## config.mk

```make
export PLATFORM = sky130hd
export DESIGN_NAME = reset_sequencer
export DESIGN_NICKNAME = d
export VERILOG_FILES = /design/src/rtl/reset_sequencer_pkg.sv /design/src/rtl/reset_sequencer_counter.sv /design/src/rtl/reset_sequencer.sv
export SDC_FILE = /design/constraint.sdc
export NUM_CORES = 1
export LEC_CHECK = 0
export ABC_AREA = 1
export CAP_MARGIN = 30
export CORE_MARGIN = 5
export CORE_UTILIZATION = 25
export CTS_CLUSTER_DIAMETER = 30
export DETAILED_ROUTE_END_ITERATION = 6
export SLEW_MARGIN = 20
export SYNTH_ARGS = -nofsm -noshare
export SYNTH_HDL_FRONTEND = slang
export SYNTH_SLANG_ARGS = --single-unit
```

## constraint.sdc

```tcl
create_clock -name clk_i -period 2.72 [get_ports clk_i]
set_input_delay 0.68 -clock clk_i [delete_from_list [all_inputs] [get_ports clk_i]]
set_output_delay 0.68 -clock clk_i [all_outputs]
set_load 0.01 [all_outputs]
```

## src/rtl/reset_sequencer_pkg.sv

```systemverilog
// Shared types and sizing helpers for the staged reset sequencer.
// Optional acknowledge timeout is enabled by RESET_SEQUENCER_TIMEOUT_EN.
package reset_sequencer_pkg;

    typedef enum logic [2:0] {
        ST_ASSERT   = 3'd0,
        ST_WAIT_ACK = 3'd1,
        ST_GAP      = 3'd2,
        ST_RUN      = 3'd3,
        ST_FAULT    = 3'd4
    } state_t;

    // Ceiling log2; clog2(0) and clog2(1) both return 0.
    function automatic int unsigned clog2(input int unsigned value);
        int unsigned result;
        result = 0;
        for (int unsigned i = 0; i < 32; i++) begin
            if ((64'd1 << i) < 64'(value)) begin
                result = i + 1;
            end
        end
        return result;
    endfunction

    function automatic int unsigned idx_width(input int unsigned num_stages);
        int unsigned w;
        w = clog2(num_stages);
        return (w < 1) ? 1 : w;
    endfunction

    // Wide enough to hold the largest terminal count of any phase.
    function automatic int unsigned cnt_width(input int unsigned hold_cycles,
                                              input int unsigned stage_gap,
                                              input int unsigned ack_timeout);
        int unsigned m;
        int unsigned w;
        m = hold_cycles;
        if (stage_gap > m) begin
            m = stage_gap;
        end
        if (ack_timeout > m) begin
            m = ack_timeout;
        end
        w = clog2(m + 1);
        return (w < 1) ? 1 : w;
    endfunction

endpackage

```

## src/rtl/reset_sequencer_counter.sv

```systemverilog
// Saturating up-counter with synchronous clear/enable and a "next edge hits
// terminal count" flag, shared by the hold, gap and timeout phases.
module seq_counter
    import reset_sequencer_pkg::*;
#(
    parameter int unsigned WIDTH = 4
) (
    input  logic             i_clk,
    input  logic             i_rst,
    input  logic             i_clr,
    input  logic             i_en,
    input  logic [WIDTH-1:0] i_tc,
    output logic             o_last_c
);

    localparam int unsigned EXT_W = WIDTH + 1;

    logic [WIDTH-1:0] r_count;

    always_ff @(posedge i_clk) begin
        if (i_rst || i_clr) begin
            r_count <= '0;
        end else if (i_en && (r_count != '1)) begin
            r_count <= r_count + WIDTH'(1);
        end
    end

    // High when the next enabled increment lands exactly on i_tc.
    assign o_last_c = ({1'b0, r_count} + EXT_W'(1)) == {1'b0, i_tc};

endmodule

```

## src/rtl/reset_sequencer.sv

```systemverilog
// Staged reset controller: releases stage resets in order, each after the
// previous stage acknowledges plus a settle gap. Timeout/FAULT reporting is
// built only when RESET_SEQUENCER_TIMEOUT_EN is defined.
module reset_sequencer
    import reset_sequencer_pkg::*;
#(
    parameter int unsigned NUM_STAGES  = 4,
    parameter int unsigned HOLD_CYCLES = 16,
    parameter int unsigned STAGE_GAP   = 8,
    parameter int unsigned ACK_TIMEOUT = 4096
) (
    input  logic                                clk_i,
    input  logic                                rst_i,
    input  logic                                lock_i,
    input  logic                                req_rst_i,
    input  logic [NUM_STAGES-1:0]               stage_ack_i,
    output logic [NUM_STAGES-1:0]               stage_rst_o,
    output logic                                all_ready_o,
    output logic                                busy_o,
    output logic                                fault_o,
    output logic [idx_width(NUM_STAGES)-1:0]    fault_stage_o
);

    localparam int unsigned IDX_W = idx_width(NUM_STAGES);
    localparam int unsigned CNT_W = cnt_width(HOLD_CYCLES, STAGE_GAP, ACK_TIMEOUT);

    localparam logic [IDX_W-1:0] LAST_IDX = IDX_W'(NUM_STAGES - 1);
    localparam logic [CNT_W-1:0] HOLD_TC  = CNT_W'(HOLD_CYCLES);
    localparam logic [CNT_W-1:0] GAP_TC   = CNT_W'(STAGE_GAP);
    localparam logic [CNT_W-1:0] ACK_TC   = CNT_W'(ACK_TIMEOUT);

    state_t                  r_state;
    state_t                  w_state_nxt;
    logic [IDX_W-1:0]        r_idx;
    logic [IDX_W-1:0]        w_idx_nxt;
    logic [IDX_W-1:0]        w_idx_inc;
    logic [NUM_STAGES-1:0]   r_stage_rst;
    logic [NUM_STAGES-1:0]   w_stage_rst_nxt;
    logic                    r_all_ready;
    logic                    r_busy;
    logic                    w_abort;
    logic                    w_cnt_clr;
    logic                    w_cnt_en;
    logic                    w_cnt_last;
    logic [CNT_W-1:0]        w_cnt_tc;

`ifdef RESET_SEQUENCER_TIMEOUT_EN
    logic                    r_fault;
    logic [IDX_W-1:0]        r_fault_stage;
    logic [IDX_W-1:0]        w_fault_stage_nxt;
`endif

    seq_counter #(
        .WIDTH (CNT_W)
    ) u_counter (
        .i_clk    (clk_i),
        .i_rst    (rst_i),
        .i_clr    (w_cnt_clr),
        .i_en     (w_cnt_en),
        .i_tc     (w_cnt_tc),
        .o_last_c (w_cnt_last)
    );

    // Terminal count depends only on the current phase.
    always_comb begin
        w_cnt_tc = HOLD_TC;
        case (r_state)
            ST_GAP:      w_cnt_tc = GAP_TC;
            ST_WAIT_ACK: w_cnt_tc = ACK_TC;
            default:     w_cnt_tc = HOLD_TC;
        endcase
    end

    // FAULT only leaves on a soft request; RUN also aborts on any ack drop.
    always_comb begin
        w_abort = 1'b0;
        case (r_state)
            ST_FAULT: w_abort = req_rst_i;
            ST_RUN:   w_abort = !lock_i || req_rst_i || (stage_ack_i != '1);
            default:  w_abort = !lock_i || req_rst_i;
        endcase
    end

    always_comb begin
        w_state_nxt     = r_state;
        w_idx_nxt       = r_idx;
        w_idx_inc       = r_idx + IDX_W'(1);
        w_stage_rst_nxt = r_stage_rst;
        w_cnt_clr       = 1'b0;
        w_cnt_en        = 1'b0;
`ifdef RESET_SEQUENCER_TIMEOUT_EN
        w_fault_stage_nxt = r_fault_stage;
`endif
        if (w_abort) begin
            w_state_nxt     = ST_ASSERT;
            w_idx_nxt       = '0;
            w_stage_rst_nxt = '1;
            w_cnt_clr       = 1'b1;
`ifdef RESET_SEQUENCER_TIMEOUT_EN
            w_fault_stage_nxt = '0;
`endif
        end else begin
            case (r_state)
                ST_ASSERT: begin
                    if (w_cnt_last) begin
                        w_state_nxt        = ST_WAIT_ACK;
                        w_stage_rst_nxt[0] = 1'b0;
                        w_cnt_clr          = 1'b1;
                    end else begin
                        w_cnt_en = 1'b1;
                    end
                end
                ST_WAIT_ACK: begin
                    if (stage_ack_i[r_idx]) begin
                        w_cnt_clr = 1'b1;
                        if (r_idx == LAST_IDX) begin
                            w_state_nxt = ST_RUN;
                        end else if (STAGE_GAP == 0) begin
                            w_idx_nxt                  = w_idx_inc;
                            w_stage_rst_nxt[w_idx_inc] = 1'b0;
                        end else begin
                            w_state_nxt = ST_GAP;
                        end
                    end else begin
`ifdef RESET_SEQUENCER_TIMEOUT_EN
                        if (w_cnt_last) begin
                            w_state_nxt       = ST_FAULT;
                            w_stage_rst_nxt   = '1;
                            w_fault_stage_nxt = r_idx;
                            w_idx_nxt         = '0;
                            w_cnt_clr         = 1'b1;
                        end else begin
                            w_cnt_en = 1'b1;
                        end
`endif
                    end
                end
                ST_GAP: begin
                    if (w_cnt_last) begin
                        w_state_nxt                = ST_WAIT_ACK;
                        w_idx_nxt                  = w_idx_inc;
                        w_stage_rst_nxt[w_idx_inc] = 1'b0;
                        w_cnt_clr                  = 1'b1;
                    end else begin
                        w_cnt_en = 1'b1;
                    end
                end
                default: begin
                end
            endcase
        end
    end

    always_ff @(posedge clk_i) begin
        if (rst_i) begin
            r_state <= ST_ASSERT;
            r_idx   <= '0;
        end else begin
            r_state <= w_state_nxt;
            r_idx   <= w_idx_nxt;
        end
    end

    // Status flags registered from the next state so they align with stage_rst_o.
    always_ff @(posedge clk_i) begin
        if (rst_i) begin
            r_stage_rst <= '1;
            r_all_ready <= 1'b0;
            r_busy      <= 1'b1;
        end else begin
            r_stage_rst <= w_stage_rst_nxt;
            r_all_ready <= (w_state_nxt == ST_RUN);
            r_busy      <= (w_state_nxt != ST_RUN) && (w_state_nxt != ST_FAULT);
        end
    end

`ifdef RESET_SEQUENCER_TIMEOUT_EN
    always_ff @(posedge clk_i) begin
        if (rst_i) begin
            r_fault       <= 1'b0;
            r_fault_stage <= '0;
        end else begin
            r_fault       <= (w_state_nxt == ST_FAULT);
            r_fault_stage <= w_fault_stage_nxt;
        end
    end

    assign fault_o       = r_fault;
    assign fault_stage_o = r_fault_stage;
`else
    assign fault_o       = 1'b0;
    assign fault_stage_o = '0;
`endif

    assign stage_rst_o = r_stage_rst;
    assign all_ready_o = r_all_ready;
    assign busy_o      = r_busy;

endmodule

```

### After elaboration in Yosys (flattened, before gate mapping)

Cells that the tools add are included.

* register bits: 24
* input bits: 8
* output and inout port bits: 9
* word-level logic and storage cells: 62

* add/subtract/negate cells: 3
* $lt $le $gt $ge: 3
* eq/ne operators: 13
* multiplexer cells: 21
* bitwise operators: 2
* reduce and logical (&&, ||, !) cells: 13

Operators by type and width (count)
* one-hot mux 13 bit (2 select lines): 1
* adder 13 x 1 -> 14 bit, second input constant: 1
* equality test 14 x 13 -> 1 bit: 1
* adder 13 x 1 -> 13 bit, second input constant: 1
* != test 13 bit, second input constant: 1
* 2-to-1 mux 1 bit: 11
* equality test 3 x 2 -> 1 bit, second input constant: 3
* 2-to-1 mux 3 bit: 3
* less-than comparator 2 x 3 -> 1 bit, second input constant: 2
* one-hot mux 1 bit (2 select lines): 3
* one-hot mux 3 bit (2 select lines): 1
* AND 4 bit: 1
* != test 2 x 1 -> 1 bit, second input constant: 2
* != test 4 bit, second input constant: 1
* inverter 4 bit: 1
* OR reduction 2 bit: 2
* equality test 3 x 1 -> 1 bit, second input constant: 1
* equality test 3 bit, second input constant: 1
* logical AND 1 bit: 3
* zero test 3 bit: 1
* logical OR 1 bit: 3
* != test 3 x 2 -> 1 bit, second input constant: 1
* != test 3 bit, second input constant: 1
* AND reduction 3 bit: 1
* other kinds (8): 8

### Depth between registers and ports, before layout

* word-level depth: 9
* depth in mapped cells: 16
* depth with buffers taken out: 16

### Hierarchy

Synthesis repeated with hierarchy kept, for this count alone.

* cell total of the unflattened synthesis: 257
* area, all modules: 1722.9 sq um

Modules (own cells, without submodules)
* seq_counter: times used 1, cells an instance 166, area an instance 1042.2 sq um, seq. area each 260.2 sq um
* reset_sequencer: times used 1, cells an instance 91, area an instance 680.7 sq um, seq. area each 220.2 sq um

### Least setup slack after synthesis

OpenSTA, ideal clock, no wires.

* path kind: flip-flop to flip-flop
* from: reg u_counter.r_count[1]
* to: reg u_counter.r_count[2]
* arrival: 1.782 ns
* setup slack: 0.824 ns
* stages on the path, launching flop included: 16
* path buffers: 1
* clock period less this slack: 1.896 ns
* cells stage by stage: dfxtp_1 -> ha_1 -> nand2_2 -> nor2_4 -> nand3_1 -> nand2_1 -> nand2_1 -> nor2_1 -> nand3_1 -> nor2_2 -> nand2_2 -> nand3_2 -> inv_2 -> buf_6 -> nand2_1 -> nor2_2

* longest elaborated chain between the ends: 6
* elaborated cells on any way between the ends: 12

Ends and longest elaborated chain
* from (decl): line reset_sequencer_counter.sv:18 `logic [WIDTH-1:0] r_count;`
* from (signal assigned): line reset_sequencer_counter.sv:24 `r_count <= r_count + WIDTH'(1);`
* adder 13 x 1 -> 14 bit: line reset_sequencer_counter.sv:29 `assign o_last_c = ({1'b0, r_count} + EXT_W'(1)) == {1'b0, i_tc};`
* equality test 14 x 13 -> 1 bit: line reset_sequencer_counter.sv:29
* 2-to-1 mux 1 bit: line reset_sequencer.sv:105, reset_sequencer.sv:139
* one-hot mux 1 bit (2 select lines) / 2-to-1 mux 1 bit (equally long branches)
* 2-to-1 mux 1 bit: line reset_sequencer.sv:94 `if (w_abort) begin`
* logical OR 1 bit / logical AND 1 bit (equally long branches): line reset_sequencer_counter.sv:21, reset_sequencer_counter.sv:23

Several ways; a longest one is shown, not always the timed one.
A chain may end at the register's enable or synchronous reset.

### Final worst setup path

* from: reg u_counter.r_count[1]
* to: reg u_counter.r_count[11]

Same word-level chain as after synthesis.

==> flow_summary.yaml <==
routing:
  wire_per_inst_um: 9.720
  post-route-drc-count: 0
  via_count: 1635
  vias_per_cell: 4.203
  wirelength_um: 3781
  dr.pass1.iters: 6
  antenna_left: 0
  dr.first_iter.drc_count: 122
finish:
  final_cell_mix: "83 x nand2_1, 33 x nor2_1, 32 x inv_1"
  stdcell_area_mm2: 0.002082
  diodes: 0
  area_delta_synth_final_pct: 15.08
  drive_gt1_frac: 0.1655
  final_cells: 389
  nFillCells: 812
  final_common_cell: "nand2_1"
  nets: 305
floorplanning:
  io_pins: 17
  die_width_um: 95.07
  rows: 31
  start_util: 0.2535
  fp.dieH_um: 95.07
  die_area_mm2: 0.009038
  core_mm2: 0.007137
logic_synthesis:
  avgSynthCellArea_um2: 6.508
  yosysWarningCount: 0
  synth-seq-cells: 24
  synthTopCellsByArea: "dfxtp_1 27%, nand2_1 17%, nor2_1 6.8%"
  synth_cell_types: 26
  synth_largest_area_cell: "dfxtp_1"
  syn_inst: 278
  netlist.area_leader.share: 0.2656
  synth-seq-area-share: 0.2656
  syn_area_mm2: 0.001809
timing:
  finalHoldViolations: 0
  period_share: 0.8289
  rsz0062_at_grt: "no"
  worst_hold_slack_ps: 456.2
  min_period_ps: 2255
  setup_viol: 0
  fin_worst_skew_ps: 8.240
  slew_violations: 0
  tns_ps: 0
  fmax_mhz: 443.5
cts:
  cts_tree: "done"
  clkLatencyLatePin_ps: 270
  clockRootBuffer: "clkbuf_8"
  post_cts_buffers: 0
  clock_sinks: 24
  h-tree-depth: 1
  clock_path_buffers: 2
  cts_inserted_buffers: 3
  cts-resized-gates: 0
  hold_buffers: 0
  path_clk_slew_ps: 100
critical_path:
  path_cells: "ha_1 > nand2_2 > nor2_4 > nand3_1 > nand2_2 > nand2_1 > nand2_1 > nand2_2 > nand2_2 > inv_1 > nand2_2 > nand4_4 > nor2_1 > nor2_2"
  cp_top_family: "simple AND/OR/NAND/NOR gates"
  crit_path_frequent_cell: "nand2_2"
  required_ps: 2890
  crit_path_max_incr_delay_ps: 430
  cp_max_fo: 21
  arrival_ps: 2420
  cp_slowest_cell: "dfxtp_1"
  rr_startpoint: "u_counter.r_count[1]$_SDFFE_PP0P_"
  crit_path_end_kind: "flip-flop"
  startpoint_type: "flip-flop"
  path_class: "reg -> reg"
  path_buf_inv: 1
  crit_start: "u_counter.r_count[1]$_SDFFE_PP0P_"
run_status:
  outcome: "completed"
placed_design:
  place_area_mm2: 0.002011
  dp_cells: 385
  dp_hpwl_um: 2960
  port_buffers: 13
  gp_congestion: 0.8173
global_routing:
  grt_usage: 0.09278
  grt_pass1_wl_um: 6913
  grt_pass1_vias: 1587
  grt_antenna_before_repair: 0
  grt_max_degree: 22
  grt_remaining_overflow: 0
pwr:
  power.density_mw_per_mm2: 355.9
  leakage_nw: 0.9797
  finalPower_mw: 0.7410
  ir_worst_vdd_mv: 0.1570
job:
  drv_cap: 0
min_path:
  hp-class: "reg -> reg"
  hold_start: "stage_rst_o[2]$_SDFFE_PP1P_"
[worst paths after layout]
check / slack, ps / to / cells after the start
setup / recovery: 470 / u_counter.r_count[11]$_SDFFE_PP0P_ / 14
hold / removal: 460 / stage_rst_o[2]$_SDFFE_PP1P_ / 2
setup reg to reg: 470 / u_counter.r_count[11]$_SDFFE_PP0P_ / 14
hold reg to reg: 460 / stage_rst_o[2]$_SDFFE_PP1P_ / 2
[flip-flops by register name (all words and copies together), names as in the netlist]
name               cells
r_state                3
r_idx                  2
u_counter.r_count     13
stage_rst_o            4
busy_o                 1
all_ready_o            1
[tightest hold or removal path, stage by stage, from the launching register on]
cell,delay [ps]
dfxtp_1,320
nand2_1,60
nand2_1,40
[final cells by class]
class	instances	area (um2)	share of cell area
timing repair buffer	13	130.1	0.06250
clock inverter	1	30.03	0.01442
clock buffer	3	41.29	0.01983
multi-input combinational	211	1134	0.5445
tap	99	123.9	0.05950
inverter	38	142.6	0.06851
sequential	24	480.5	0.2308
[kinds of logic (layout without fill, tap and decap cells)]
group,Yosys count,after routing,synth area share
compound gates,11,11,0.04149
other cells,1,3,0.002073
simple gates,190,190,0.5325
buf+inv,45,55,0.1120
xor+xnor,1,1,0.004842
fa+ha+maj,6,6,0.04149
flops,24,24,0.2656
[routing by layer]
metal,vias up,part of all wire,GRT usage
li1,891,-,-
met1,706,0.49,0.1246
met2,34,0.46,0.1510
met3,4,0.042,0.02368
met4,0,0.0050,0.01683
met5,-,0,0
[cells in the mapped netlist (all sizes together)]
library cell / count
a21oi: 3
a31oi: 1
buf: 7
conb: 1
dfxtp: 24
ha: 6
inv: 38
nand2: 96
nand3: 25
nand3b: 1
nand4: 14
nor2: 51
nor3: 2
nor4: 1
o21ai: 7
xnor2: 1
[stage by stage]
stage / setup slack [ps] / util
2_1_floorplan: 824.4 / -
3_3_place_gp: 278.4 / 0.2817
3_5_place_dp: 222.7 / 0.2817
4_1_cts: 475.7 / 0.2917
5_1_grt: 217.6 / 0.2917
6_report: 465.3 / 0.2917
[power by group]
part | internal, mW | switching, mW
clock network | 0.197 | 0.125
registers | 0.354 | 0.00387
logic | 0.0244 | 0.0365
total | 0.575 | 0.166
No activity file was read; power rests on OpenSTA's default activity.
